File: config.mk
export PLATFORM = sky130hd
export DESIGN_NAME = load_store_unit
export DESIGN_NICKNAME = d
export VERILOG_FILES = /design/src/rtl/lsu_pkg.sv /design/src/rtl/lsu_align.sv /design/src/rtl/load_store_unit.sv
export SDC_FILE = /design/constraint.sdc
export NUM_CORES = 1
export LEC_CHECK = 0
export CAP_MARGIN = 15
export CORE_UTILIZATION = 45
export CTS_BUF_LIST = sky130_fd_sc_hd__clkbuf_16
export DETAILED_ROUTE_END_ITERATION = 6
export GPL_ROUTABILITY_DRIVEN = 0
export GPL_TIMING_DRIVEN = 0
export PLACE_DENSITY = 0.88
export SKIP_LAST_GASP = 1
export SLEW_MARGIN = 15
export SYNTH_ARGS = -nofsm -noshare
export SYNTH_HDL_FRONTEND = slang
export SYNTH_SLANG_ARGS = --single-unit
File: constraint.sdc
create_clock -name clk -period 9.1 [get_ports clk]
set_clock_uncertainty 0.2 [all_clocks]
set_input_delay 0.91 -clock clk [delete_from_list [all_inputs] [get_ports clk]]
set_output_delay 0.91 -clock clk [all_outputs]
set_load 0.01 [all_outputs]
File: src/rtl/lsu_pkg.sv
// Shared encodings for the load/store unit: access sizes and controller states.
package lsu_pkg;

    typedef enum logic [1:0] {
        SIZE_BYTE = 2'd0,
        SIZE_HALF = 2'd1,
        SIZE_WORD = 2'd2,
        SIZE_RSVD = 2'd3
    } size_e;

    typedef enum logic [2:0] {
        IDLE  = 3'd0,
        READ  = 3'd1,
        MERGE = 3'd2,
        WRITE = 3'd3,
        RESP  = 3'd4
    } lsu_state_e;

endpackage

File: src/rtl/lsu_align.sv
// Little-endian lane handling: extract/extend a loaded lane, merge store data into a read word.
// Purely combinational.
module lsu_align
    import lsu_pkg::*;
(
    input  logic [31:0] i_rd_word,
    input  logic [1:0]  i_lane,
    input  size_e       i_size,
    input  logic        i_signed,
    input  logic [31:0] i_wdata,
    output logic [31:0] o_load_data,
    output logic [31:0] o_merged
);
    logic [4:0]  w_shift;
    logic [31:0] w_rd_shifted;
    logic [31:0] w_mask;
    logic [31:0] w_wdata_shifted;

    assign w_shift         = {i_lane, 3'b000};
    assign w_rd_shifted    = i_rd_word >> w_shift;
    assign w_wdata_shifted = i_wdata << w_shift;

    always_comb begin
        o_load_data = i_rd_word;
        w_mask      = 32'hFFFF_FFFF;
        case (i_size)
            SIZE_BYTE: begin
                o_load_data = {{24{i_signed & w_rd_shifted[7]}}, w_rd_shifted[7:0]};
                w_mask      = 32'h0000_00FF << w_shift;
            end
            SIZE_HALF: begin
                o_load_data = {{16{i_signed & w_rd_shifted[15]}}, w_rd_shifted[15:0]};
                w_mask      = 32'h0000_FFFF << w_shift;
            end
            default: begin
                o_load_data = i_rd_word;
                w_mask      = 32'hFFFF_FFFF;
            end
        endcase
    end

    // Only the addressed lane(s) take store data; the rest keep what memory held.
    assign o_merged = (i_rd_word & ~w_mask) | (w_wdata_shifted & w_mask);

endmodule

File: src/rtl/load_store_unit.sv
// Byte/halfword/word load-store controller over a word-wide single-cycle-latency memory.
// Sub-word stores are read-modify-write; stores below ROM_END and misaligned accesses fault.
module load_store_unit
    import lsu_pkg::*;
#(
    parameter int unsigned ROM_END = 64000
) (
    input  logic        clk,
    input  logic        reset,
    input  logic        req_valid,
    output logic        req_ready,
    input  logic        req_write,
    input  logic [1:0]  req_size,
    input  logic        req_signed,
    input  logic [31:0] req_addr,
    input  logic [31:0] req_wdata,
    output logic        resp_valid,
    output logic [31:0] resp_rdata,
    output logic        resp_fault,
    output logic [31:0] mem_address,
    output logic [31:0] mem_data_in,
    output logic        mem_write,
    input  logic [31:0] mem_data_out
);
    lsu_state_e  r_state;
    lsu_state_e  w_next;
    logic        r_write;
    size_e       r_size;
    logic        r_signed;
    logic [31:0] r_addr;
    logic [31:0] r_wdata;
    logic        r_fault;
    logic [31:0] r_rdata;

    logic        w_accept;
    logic        w_fault;
    logic [31:0] w_load_data;
    logic [31:0] w_merged;

    assign w_accept = (r_state == IDLE) && req_valid;

    assign w_fault = (req_size == SIZE_RSVD)
                   | ((req_size == SIZE_HALF) && req_addr[0])
                   | ((req_size == SIZE_WORD) && (req_addr[1:0] != 2'b00))
                   | (req_write && (req_addr < ROM_END));

    lsu_align u_align (
        .i_rd_word   (mem_data_out),
        .i_lane      (r_addr[1:0]),
        .i_size      (r_size),
        .i_signed    (r_signed),
        .i_wdata     (r_wdata),
        .o_load_data (w_load_data),
        .o_merged    (w_merged)
    );

    always_ff @(posedge clk or posedge reset) begin
        if (reset) begin
            r_state  <= IDLE;
            r_write  <= 1'b0;
            r_size   <= SIZE_BYTE;
            r_signed <= 1'b0;
            r_addr   <= 32'h0;
            r_wdata  <= 32'h0;
            r_fault  <= 1'b0;
            r_rdata  <= 32'h0;
        end else begin
            r_state <= w_next;
            if (w_accept) begin
                r_write  <= req_write;
                r_size   <= size_e'(req_size);
                r_signed <= req_signed;
                r_addr   <= req_addr;
                r_wdata  <= req_wdata;
                r_fault  <= w_fault;
                r_rdata  <= 32'h0;
            end else if (r_state == MERGE) begin
                // Stores reuse r_wdata to hold the merged word for the WRITE cycle.
                if (r_write) r_wdata <= w_merged;
                else         r_rdata <= w_load_data;
            end
        end
    end

    always_comb begin
        w_next      = r_state;
        req_ready   = 1'b0;
        resp_valid  = 1'b0;
        resp_fault  = 1'b0;
        resp_rdata  = 32'h0;
        mem_address = 32'h0;
        mem_data_in = 32'h0;
        mem_write   = 1'b0;
        case (r_state)
            IDLE: begin
                req_ready = 1'b1;
                if (req_valid) begin
                    if (w_fault)                                   w_next = RESP;
                    else if (req_write && (req_size == SIZE_WORD)) w_next = WRITE;
                    else                                           w_next = READ;
                end
            end
            READ: begin
                mem_address = {r_addr[31:2], 2'b00};
                w_next      = MERGE;
            end
            MERGE: begin
                w_next = r_write ? WRITE : RESP;
            end
            WRITE: begin
                mem_address = {r_addr[31:2], 2'b00};
                mem_data_in = r_wdata;
                mem_write   = 1'b1;
                w_next      = RESP;
            end
            RESP: begin
                resp_valid = 1'b1;
                resp_fault = r_fault;
                resp_rdata = r_rdata;
                w_next     = IDLE;
            end
            default: w_next = IDLE;
        endcase
    end

endmodule

==> summary.md, run 1 <==
| Metric | Value |
|---|---|
| Worst Hold Class | `reg2reg` |
| Vias | `6,329` |
| Reg2Reg Depth | `5` |
| Register share of total power | `34.1%` |
| Top-area cell type share of the netlist area | `43.41%` |
| Post-synthesis sequential area ratio | `43.41%` |
| TritonCTS clock tree | `built` |
| DRC | `0` |
| Final WS setup | `5151 ps` |
| Leakage Power | `3.720 nW` |
| RSZ-0062 raised after global routing | `false` |
| Slew HR | `51.10%` |
| Main synth FF type | `dfrtp_1` |
| PD cells | `289.0 nW/um2` |
| GR Util met2 | `47.26%` |
| Synth Warn # | `0` |
| # hold bufs at CTS | `0` |
| Crit path DAT | `2840 ps` |
| CP Capture Type | `output pin` |
| Die area | `13,790 um2` |
| Total CTS buffers | `9` |
| Synth unique cells | `53` |
| GRT Total Usage | `30.65%` |
| Global Route met1 Usage | `40.05%` |
| Crit Path Max Fanout | `10` |
| Vias in the first global route | `6,176` |
| Grt peak-use layer | `met2` |
| Commonest non-fill, non-tap cell in the layout | `clkdlybuf4s50_1` |
| Drt wl/cell | `19.56 um` |
| DRT Pass-1 Iters | `7` |
| # rows | `41` |
| Iteration-0 DRC Markers | `928` |
| Worst skew pair latency | `360 ps` |
| Post-synth top area cell | `dfrtp_1` |
| Chip width | `117.4 um` |
| First-pass GRT wire length | `32,830 um` |
| Layout cells sized above 1 | `6.629%` |
| Sink Count | `104` |
| I/O pins | `203` |
| Pint | `1.391 mW` |
| Worst vdd ir | `0.0001331 V` |
| Met3 Usage GRT | `8.025%` |
| Asr flop ratio synth | `100.0%` |
| Maximum root-to-sink buffer count | `2` |
| Initial core utilization | `46.74%` |
| Worst setup SP type | `register` |
| Synth Register Bits | `104` |
| Setup violators final | `0` |
| CP Class | `reg2out` |
| DRT antenna net count | `0` |
| Gate Count Post-Synth | `671` |
| Root Buffer Master | `clkbuf_16` |
| Psw | `1.074 mW` |
| Syn-to-layout area delta | `42.31%` |
| Crit share post-route | `43.39%` |
| Comb power frac | `50.4%` |
| Initial antenna violation count | `0` |
| Hold Fails Final Rpt | `0` |
| Clock power frac | `15.5%` |
| Final net count | `988` |
| Most frequent cells in the layout | `clkdlybuf4s50_1 (200), nand2_1 (121), dfrtp_1 (104), and2_1 (64), o21ai_0 (52)` |
| Status | `completed` |
| WP data required | `7990 ps` |
| Core area | `12,820 um2` |
| Dominant cells by area after synthesis | `dfrtp_1 (43%), nand2_1 (7.6%), and2_1 (6.7%), o21ai_0 (4.3%), and3_1 (4.2%)` |
| Syn Area/Cell | `8.934 um2` |
| Htree depth | `3` |
| Worst Hold Depth | `2` |
| Port Buffer Count | `200` |
| Overall routed net length | `20,780 um` |
| Antenna Diode Count | `0` |
| Cell Area, Synth | `5994 um2` |
| Vias/cell | `5.960` |
| Largest net degree at the start of global routing | `76` |
| Slew Limit Fails | `0` |
| Place WS | `5361 ps` |
| Post-CTS sizing | `0` |
| Fmax achieved | `253.2 MHz` |
| Tmin final | `3949 ps` |
| EDFF count, synth | `0` |
| Post-CTS Setup Inserts | `0` |
| Die Height | `117.4 um` |
| Post-DP HPWL | `15,470 um` |
| Worst Tran Pin Value | `731.6 ps` |
| Max-cap viol count | `0` |
| CTS clk-pin slew, worst paths | `70 ps` |
| Setup TNS | `0 ps` |
| GR Overflow Total | `0` |
| Switch share | `43.57%` |
==> cells in the mapped netlist, drive strengths merged, types with 9 or more instances <==
library cell  number
a21oi             32
a211oi             9
o22ai             17
o21ai             54
nor2              10
inv               10
a22oi             23
and2              64
clkbuf            35
mux2i             25
a221o             17
nand3              9
nand2            121
mux2               9
buf               25
dfrtp            104
and3              40
==> cell families (layout without fill, tap and decap cells) <==
family / count (synthesis) / in the layout / share of synthesized area (%)
muxes: 35 / 35 / 6.241
DFF: 104 / 104 / 43.41
and+or+nand+nor: 266 / 266 / 22.65
other: 1 / 2 / 0.06256
buffers and inverters: 70 / 288 / 5.051
AOI/OAI and AO/OA: 195 / 195 / 22.58
==> path summary, 6_finish.rpt <==
path / from / end / slack [ps]
hold / removal: r_addr[12] / r_addr[12] / 270
setup / recovery: r_state[0] / resp_rdata[29] / 5150
hold reg to reg: r_addr[12] / r_addr[12] / 270
setup reg to reg: r_state[0] / r_rdata[20] / 6540
min in group asynchronous: reset / r_addr[23] / 700
max in group asynchronous: reset / asynchronous set/reset pin / 7350
==> critical path, cell delays in order, from the launching register on <==
cell	delay (ps)
dfrtp_1	380
buf_2	180
nor3b_1	570
clkbuf_2	290
clkbuf_1	310
and2_1	190
clkdlybuf4s50_1	560
==> per-layer routing <==
metal | wire, um | up-vias
met2 | 9454 | 461
met3 | 2334 | 78
met4 | 791 | 0
met5 | 0 | -
met1 | 8198 | 2934
li1 | - | 2856
==> final cells by class <==
class	instances	area (um2)
Fill cell	1022	4294
Tap cell	172	215.2
Inverter	10	42.54
Sequential cell	104	2603
Clock buffer	9	225.2
Buffer	60	265.3
Timing Repair Buffer	202	2034
Clock inverter	7	52.55
Multi-Input combinational cell	498	3093
==> power groups by stage <==
stage | clock network (mW) | logic [mW] | registers, mW
after global routing | 0.401 | 1.35 | 0.856
after floorplan | 0 | 0.831 | 0.768
after CTS | 0.381 | 1.21 | 0.827
after detailed placement | 0 | 1.20 | 0.832
after global placement | 0 | 1.18 | 0.824
final | 0.382 | 1.24 | 0.840
==> through the flow <==
step	power (mW)	cell area, um2	instances	hold WS (ps)	utilization (%)
2_1_floorplan	1.599	5998	672	237.4	-
3_3_place_gp	2.002	8215	1044	249.0	64.06
3_5_place_dp	2.037	8248	1045	254.6	64.31
4_1_cts	2.421	8526	1061	271.9	66.48
5_1_grt	2.611	8531	1062	284.4	66.52
6_report	2.466	8531	1062	265.3	66.52
Power figures use the tool's default switching activity.
==> run 2, diff against run 1 <==
--- a/config.mk
+++ b/config.mk
@@ -6,12 +6,12 @@
 export NUM_CORES = 1
 export LEC_CHECK = 0
 export CAP_MARGIN = 15
-export CORE_UTILIZATION = 45
+export CORE_UTILIZATION = 42
 export CTS_BUF_LIST = sky130_fd_sc_hd__clkbuf_16
 export DETAILED_ROUTE_END_ITERATION = 6
 export GPL_ROUTABILITY_DRIVEN = 0
 export GPL_TIMING_DRIVEN = 0
-export PLACE_DENSITY = 0.88
+export PLACE_DENSITY = 0.87
 export SKIP_LAST_GASP = 1
 export SLEW_MARGIN = 15
 export SYNTH_ARGS = -nofsm -noshare
==> constraint.sdc (replaced) <==
create_clock -name clk -period 3.6 [get_ports clk]
set_clock_uncertainty 0.2 [all_clocks]
set_input_delay 0.36 -clock clk [delete_from_list [all_inputs] [get_ports clk]]
set_output_delay 0.36 -clock clk [all_outputs]
set_load 0.01 [all_outputs]
==> summary.md, run 2 (synthesis gave the netlist of run 1 again) <==
| Metric | Value |
|---|---|
| Status | `finished with violations` |
| Failing checks | `DRC` |
| TritonCTS clock tree | `built` |
| Root Buffer Master | `clkbuf_16` |
| Most frequent cells in the layout | `clkdlybuf4s50_1 (200), nand2_1 (121), dfrtp_1 (104), and2_1 (64), o21ai_0 (52)` |
| Crit path DAT | `2610 ps (-230 ps)` |
| Worst skew pair latency | `360 ps (about the same)` |
| Comb power frac | `50.0% (-0.4 points)` |
| Total power draw | `6.228 mW (+150%)` |
| Overall routed net length | `20,640 um (-0.64%)` |
| Syn-to-layout area delta | `42.89%` |
| Vias in the first global route | `5,714 (-7.5%)` |
| Initial antenna violation count | `0 (unchanged)` |
| Finished Cell Area | `8566 um2 (+0.41%)` |
| CP delay by family, top | `buffers and inverters` |
| PD cells | `727.0 nW/um2 (+150%)` |
| Maximum root-to-sink buffer count | `2 (unchanged)` |
| Slew Limit Fails | `0 (unchanged)` |
| GR Overflow Total | `0 (unchanged)` |
| Final net count | `987 (-0.10%)` |
| Leakage Power | `3.728 nW (+0.23%)` |
| Vias/cell | `5.836 (-2.1%)` |
| Hold Fails Final Rpt | `0 (unchanged)` |
| Clock power frac | `16.0% (+0.5 points)` |
| Slew HR | `53.12% (+2.0 points)` |
| Worst Tran Pin Value | `685.4 ps (-46.19 ps)` |
| DRT Pass-1 Iters | `7 (unchanged)` |
| Drt wl/cell | `19.31 um (-1.3%)` |
| Switch share | `43.34% (-0.23 points)` |
| Crit share post-route | `87.99%` |
| Largest net degree at the start of global routing | `65 (-14%)` |
| Htree depth | `3 (unchanged)` |
| I/O pins | `203 (unchanged)` |
| Worst Hold Class | `in2async` |
| FF+latch area | `2603 um2 (unchanged)` |
| Post-CTS sizing | `0 (unchanged)` |
| Iteration-0 DRC Markers | `849 (-8.5%)` |
| Antenna Diode Count | `0 (unchanged)` |
| Total CTS buffers | `9 (unchanged)` |
| Final WS setup | `432.2 ps (-4719 ps)` |
| CP Class | `reg2out` |
| Post-CTS Setup Inserts | `0 (unchanged)` |
| Fillers | `1,163 (+14%)` |
| DRC | `1 (+1)` |
| First-pass GRT wire length | `31,460 um (-4.2%)` |
| Commonest non-fill, non-tap cell in the layout | `clkdlybuf4s50_1` |
| Vias | `6,239 (-1.4%)` |
| Buf/Inv on CP | `4 (unchanged)` |
| Post-DP HPWL | `15,560 um (+0.58%)` |
| Psw | `2.699 mW (+150%)` |
| Crit path cell chain | `buf_2, nor2b_1, clkbuf_1, clkbuf_1, and2_1, clkdlybuf4s50_1` |
| Register share of total power | `34.0% (about the same)` |
| Sink Count | `104 (unchanged)` |
| Port Buffer Count | `200 (unchanged)` |
| Fmax achieved | `315.7 MHz` |
| Layout cells sized above 1 | `6.862% (+0.23 points)` |
| Post-Route Utilization | `61.71% (-4.8 points)` |
| Place WS | `408.6 ps (-4953 ps)` |
| CP Capture Type | `output pin` |
| Setup TNS | `0 ps (unchanged)` |
| Crit path largest cell delay | `550 ps (-20 ps)` |
| CTS clk-pin slew, worst paths | `80 ps (about the same)` |
| Die area | `14,760 um2 (+7.0%)` |
| Tmin final | `3168 ps` |
| Die Height | `121.5 um (+3.5%)` |
| Crit Path Max Fanout | `10 (unchanged)` |
| Max-cap viol count | `0 (unchanged)` |
| WP data required | `3040 ps (-4950 ps)` |
| Critical path's most frequent cell | `clkbuf_1` |
| # hold bufs at CTS | `0 (unchanged)` |
| Initial core utilization | `43.19% (-3.6 points)` |
| Setup violators final | `0 (unchanged)` |
| RSZ-0062 raised after global routing | `false` |
| DRT antenna net count | `0 (unchanged)` |
| Worst vdd ir | `0.0003714 V (+180%)` |
| Core area | `13,880 um2 (+8.2%)` |
| Pint | `3.528 mW (+150%)` |
| Post-DP Area | `8258 um2 (+0.12%)` |
| # rows | `43 (+4.9%)` |
| Worst setup SP type | `register` |
| Chip width | `121.5 um (+3.5%)` |
| CP max stage cell | `clkdlybuf4s50_1` |
| GRT Total Usage | `28.40% (-2.3 points)` |
| Area occupied by multi-input gates | `3098 um2 (+0.16%)` |
## run 2: cell types whose count changed in the layout (fill, tap and decap cells not counted), sizes merged
| cell | previous run | this run |
|---|---|---|
| clkinv | 2 | 4 |
| inv | 14 | 12 |
| clkbuf | 45 | 44 |
## run 2: final timing paths
path,depth (start not counted),from,to,slack (ps)
worst min register to register,2,r_addr[3],r_addr[3],270
worst max-delay path,6,r_state[0],mem_address[30],430
min in group clk,2,r_addr[3],r_addr[3],270
worst max register to register,6,r_state[0],r_wdata[3],1100
worst min-delay path,2,reset,r_rdata[10],170
max in group asynchronous,3,reset,asynchronous set/reset pin,2380
## run 2: metrics by stage
step                instances  hold slack, ps
floorplan                 672           237.4
global placement         1052           250.0
detailed placement       1053           259.0
CTS                      1069           177.8
global route             1069           232.3
finish                   1069           171.7
## run 2: power groups by stage
stage	Sequential, mW	Clock (mW)	Combinational [mW]
6_report	2.12	0.999	3.11
5_1_grt	2.17	1.05	3.39
4_1_cts	2.10	1.00	3.05
3_5_place_dp	2.12	0	3.03
3_3_place_gp	2.10	0	2.96
2_1_floorplan	1.94	0	2.10
## run 2: metal layers
metal  up-vias  global-route usage, %  routed length, um
met3        49                  5.968               2154
li1       2846                      -                  -
met2       403                  45.24               9625
met1      2941                  37.73               8344
met4         0                  10.88                520
met5         -                      0                  0
## run 2: final cells by class
type | instances | area share [%]
Buffer | 60 | 3.097
Clock inverter | 7 | 0.9056
Tap cell | 180 | 2.629
Inverter | 10 | 0.4966
Clock buffer | 9 | 2.629
Multi-Input combinational cell | 498 | 36.17
Timing Repair Buffer | 201 | 23.69
Sequential cell | 104 | 30.38
==> run 3, diff against run 2 <==
--- a/config.mk
+++ b/config.mk
@@ -11,7 +11,7 @@
 export DETAILED_ROUTE_END_ITERATION = 6
 export GPL_ROUTABILITY_DRIVEN = 0
 export GPL_TIMING_DRIVEN = 0
-export PLACE_DENSITY = 0.87
+export PLACE_DENSITY = 0.78
 export SKIP_LAST_GASP = 1
 export SLEW_MARGIN = 15
 export SYNTH_ARGS = -nofsm -noshare
==> summary.md, run 3 (synthesis gave the netlist of run 1 again) <==
| Metric | Value |
|---|---|
| Setup violators final | `0 (unchanged)` |
| Tmin final | `3171 ps (+3.124 ps)` |
| Reg2Reg Depth | `5 (-1)` |
| Commonest non-fill, non-tap cell in the layout | `clkdlybuf4s50_1` |
| Die area | `14,760 um2 (unchanged)` |
| CTS clk-pin slew, worst paths | `70 ps (about the same)` |
| Final net count | `987 (unchanged)` |
| Sink Count | `104 (unchanged)` |
| Worst Tran Pin Value | `730.2 ps (+44.82 ps)` |
| Setup TNS | `0 ps (unchanged)` |
| Worst vdd ir | `0.0003356 V (-9.6%)` |
| Layout cells sized above 1 | `6.862% (unchanged)` |
| TritonCTS clock tree | `built` |
| Switch share | `42.68% (-0.66 points)` |
| Chip width | `121.5 um (unchanged)` |
| Clock power frac | `16.3% (+0.3 points)` |
| Antenna Diode Count | `0 (unchanged)` |
| Worst Hold Class | `in2async` |
| Most frequent cells in the layout | `clkdlybuf4s50_1 (200), nand2_1 (121), dfrtp_1 (104), and2_1 (64), o21ai_0 (52)` |
| Slew Limit Fails | `0 (unchanged)` |
| Total CTS buffers | `9 (unchanged)` |
| GR Overflow Total | `0 (unchanged)` |
| Min Hold Slack | `145.0 ps (-26.69 ps)` |
| Maximum root-to-sink buffer count | `2 (unchanged)` |
| First-pass GRT wire length | `31,460 um (unchanged)` |
| Htree depth | `3 (unchanged)` |
| Initial antenna violation count | `0 (unchanged)` |
| Post-CTS Setup Inserts | `0 (unchanged)` |
| I/O pins | `203 (unchanged)` |
| # hold bufs at CTS | `0 (unchanged)` |
| Post-Route Utilization | `61.72% (about the same)` |
| Worst skew pair latency | `360 ps (about the same)` |
| Hold Fails Final Rpt | `0 (unchanged)` |
| Pint | `3.583 mW (+1.5%)` |
| Psw | `2.668 mW (-1.2%)` |
| Post-CTS sizing | `0 (unchanged)` |
| WP data required | `3040 ps (about the same)` |
| Vias/cell | `5.704 (-2.3%)` |
| Crit path DAT | `2610 ps (about the same)` |
| Overall routed net length | `20,640 um (about the same)` |
| RSZ-0062 raised after global routing | `false` |
| Drt wl/cell | `19.31 um (about the same)` |
| Core area | `13,880 um2 (unchanged)` |
| Syn-to-layout area delta | `42.91% (about the same)` |
| # rows | `43 (unchanged)` |
| Post-DP HPWL | `15,710 um (+0.94%)` |
| Initial core utilization | `43.19% (unchanged)` |
| Worst setup SP type | `register` |
| Port Buffer Count | `200 (unchanged)` |
| PD cells | `729.6 nW/um2 (+0.35%)` |
| Max-cap viol count | `0 (unchanged)` |
| Crit share post-route | `88.08% (about the same)` |
| Iteration-0 DRC Markers | `815 (-4.0%)` |
| CP Capture Type | `output pin` |
| DRT antenna net count | `0 (unchanged)` |
| CP Class | `reg2out` |
| DRC | `0 (-1)` |
| Die Height | `121.5 um (unchanged)` |
| Root Buffer Master | `clkbuf_16` |
| Status | `completed` |
| Vias in the first global route | `5,710 (-0.070%)` |
| DRT Pass-1 Iters | `6 (-1)` |
| Largest net degree at the start of global routing | `76 (+17%)` |
| Leakage Power | `3.723 nW (-0.13%)` |
| GRT Total Usage | `28.47% (+0.070 points)` |
| Crit Path Max Fanout | `10 (unchanged)` |
| Fmax achieved | `315.4 MHz (about the same)` |
| Slew HR | `51.19% (-1.9 points)` |
| Comb power frac | `49.8% (-0.2 points)` |
| Register share of total power | `33.8% (-0.2 points)` |
| Vias | `6,098 (-2.3%)` |
[run 3: metrics by stage]
stage	instances	power [mW]	area (um2)	setup WS [ps]
floorplan	672	4.042	5998	307.8
global placement	1052	5.091	8225	-1277
detailed placement	1053	5.163	8263	808.9
CTS	1069	6.193	8567	414.4
global route	1069	6.637	8567	267.9
finish	1069	6.250	8567	429.1
[run 3: power by group through the flow]
stage                     sequential [mW]  clock, mW  combinational (mW)
final                                2.12       1.02                3.11
after global routing                 2.16       1.08                3.39
after CTS                            2.09       1.03                3.07
after detailed placement             2.11          0                3.05
after global placement               2.09          0                3.00
after floorplan                      1.94          0                2.10
[run 3: path summary, 6_finish.rpt]
check / slack (ps) / endpoint / startpoint
min in group clk: 270 / r_addr[2] / r_addr[2]
worst max-delay path: 430 / mem_data_in[26] / r_state[0]
max in group asynchronous: 2400 / asynchronous set/reset pin / reset
worst min-delay path: 150 / r_rdata[2] / reset
worst min register to register: 270 / r_addr[2] / r_addr[2]
worst max register to register: 1100 / r_rdata[24] / r_state[0]
[run 3: layer usage]
layer | track usage, % | vias to the layer above | share of wire (%)
met2 | 43.93 | 343 | 45
met1 | 37.60 | 2838 | 40
met4 | 13.58 | 0 | 3.9
met3 | 6.532 | 66 | 11
met5 | 0 | - | 0
li1 | - | 2851 | -
[run 3: critical path, cell delays in order, from the launching register on]
cell and delay, ps:
dfrtp_1 330, buf_2 210, nor2b_1 150, clkbuf_1 380, clkbuf_1 410, and3_1 230, clkdlybuf4s50_1 540
[run 3: cell type report]
class | count | area (um2)
repair buffers | 201 | 2029
fillers | 1226 | 5314
well taps | 180 | 225.2
plain buffers | 60 | 265.3
clock buffers | 9 | 225.2
flip-flops and latches | 104 | 2603
inverters | 10 | 42.54
clock inverters | 7 | 78.83
multi-input cells | 498 | 3098
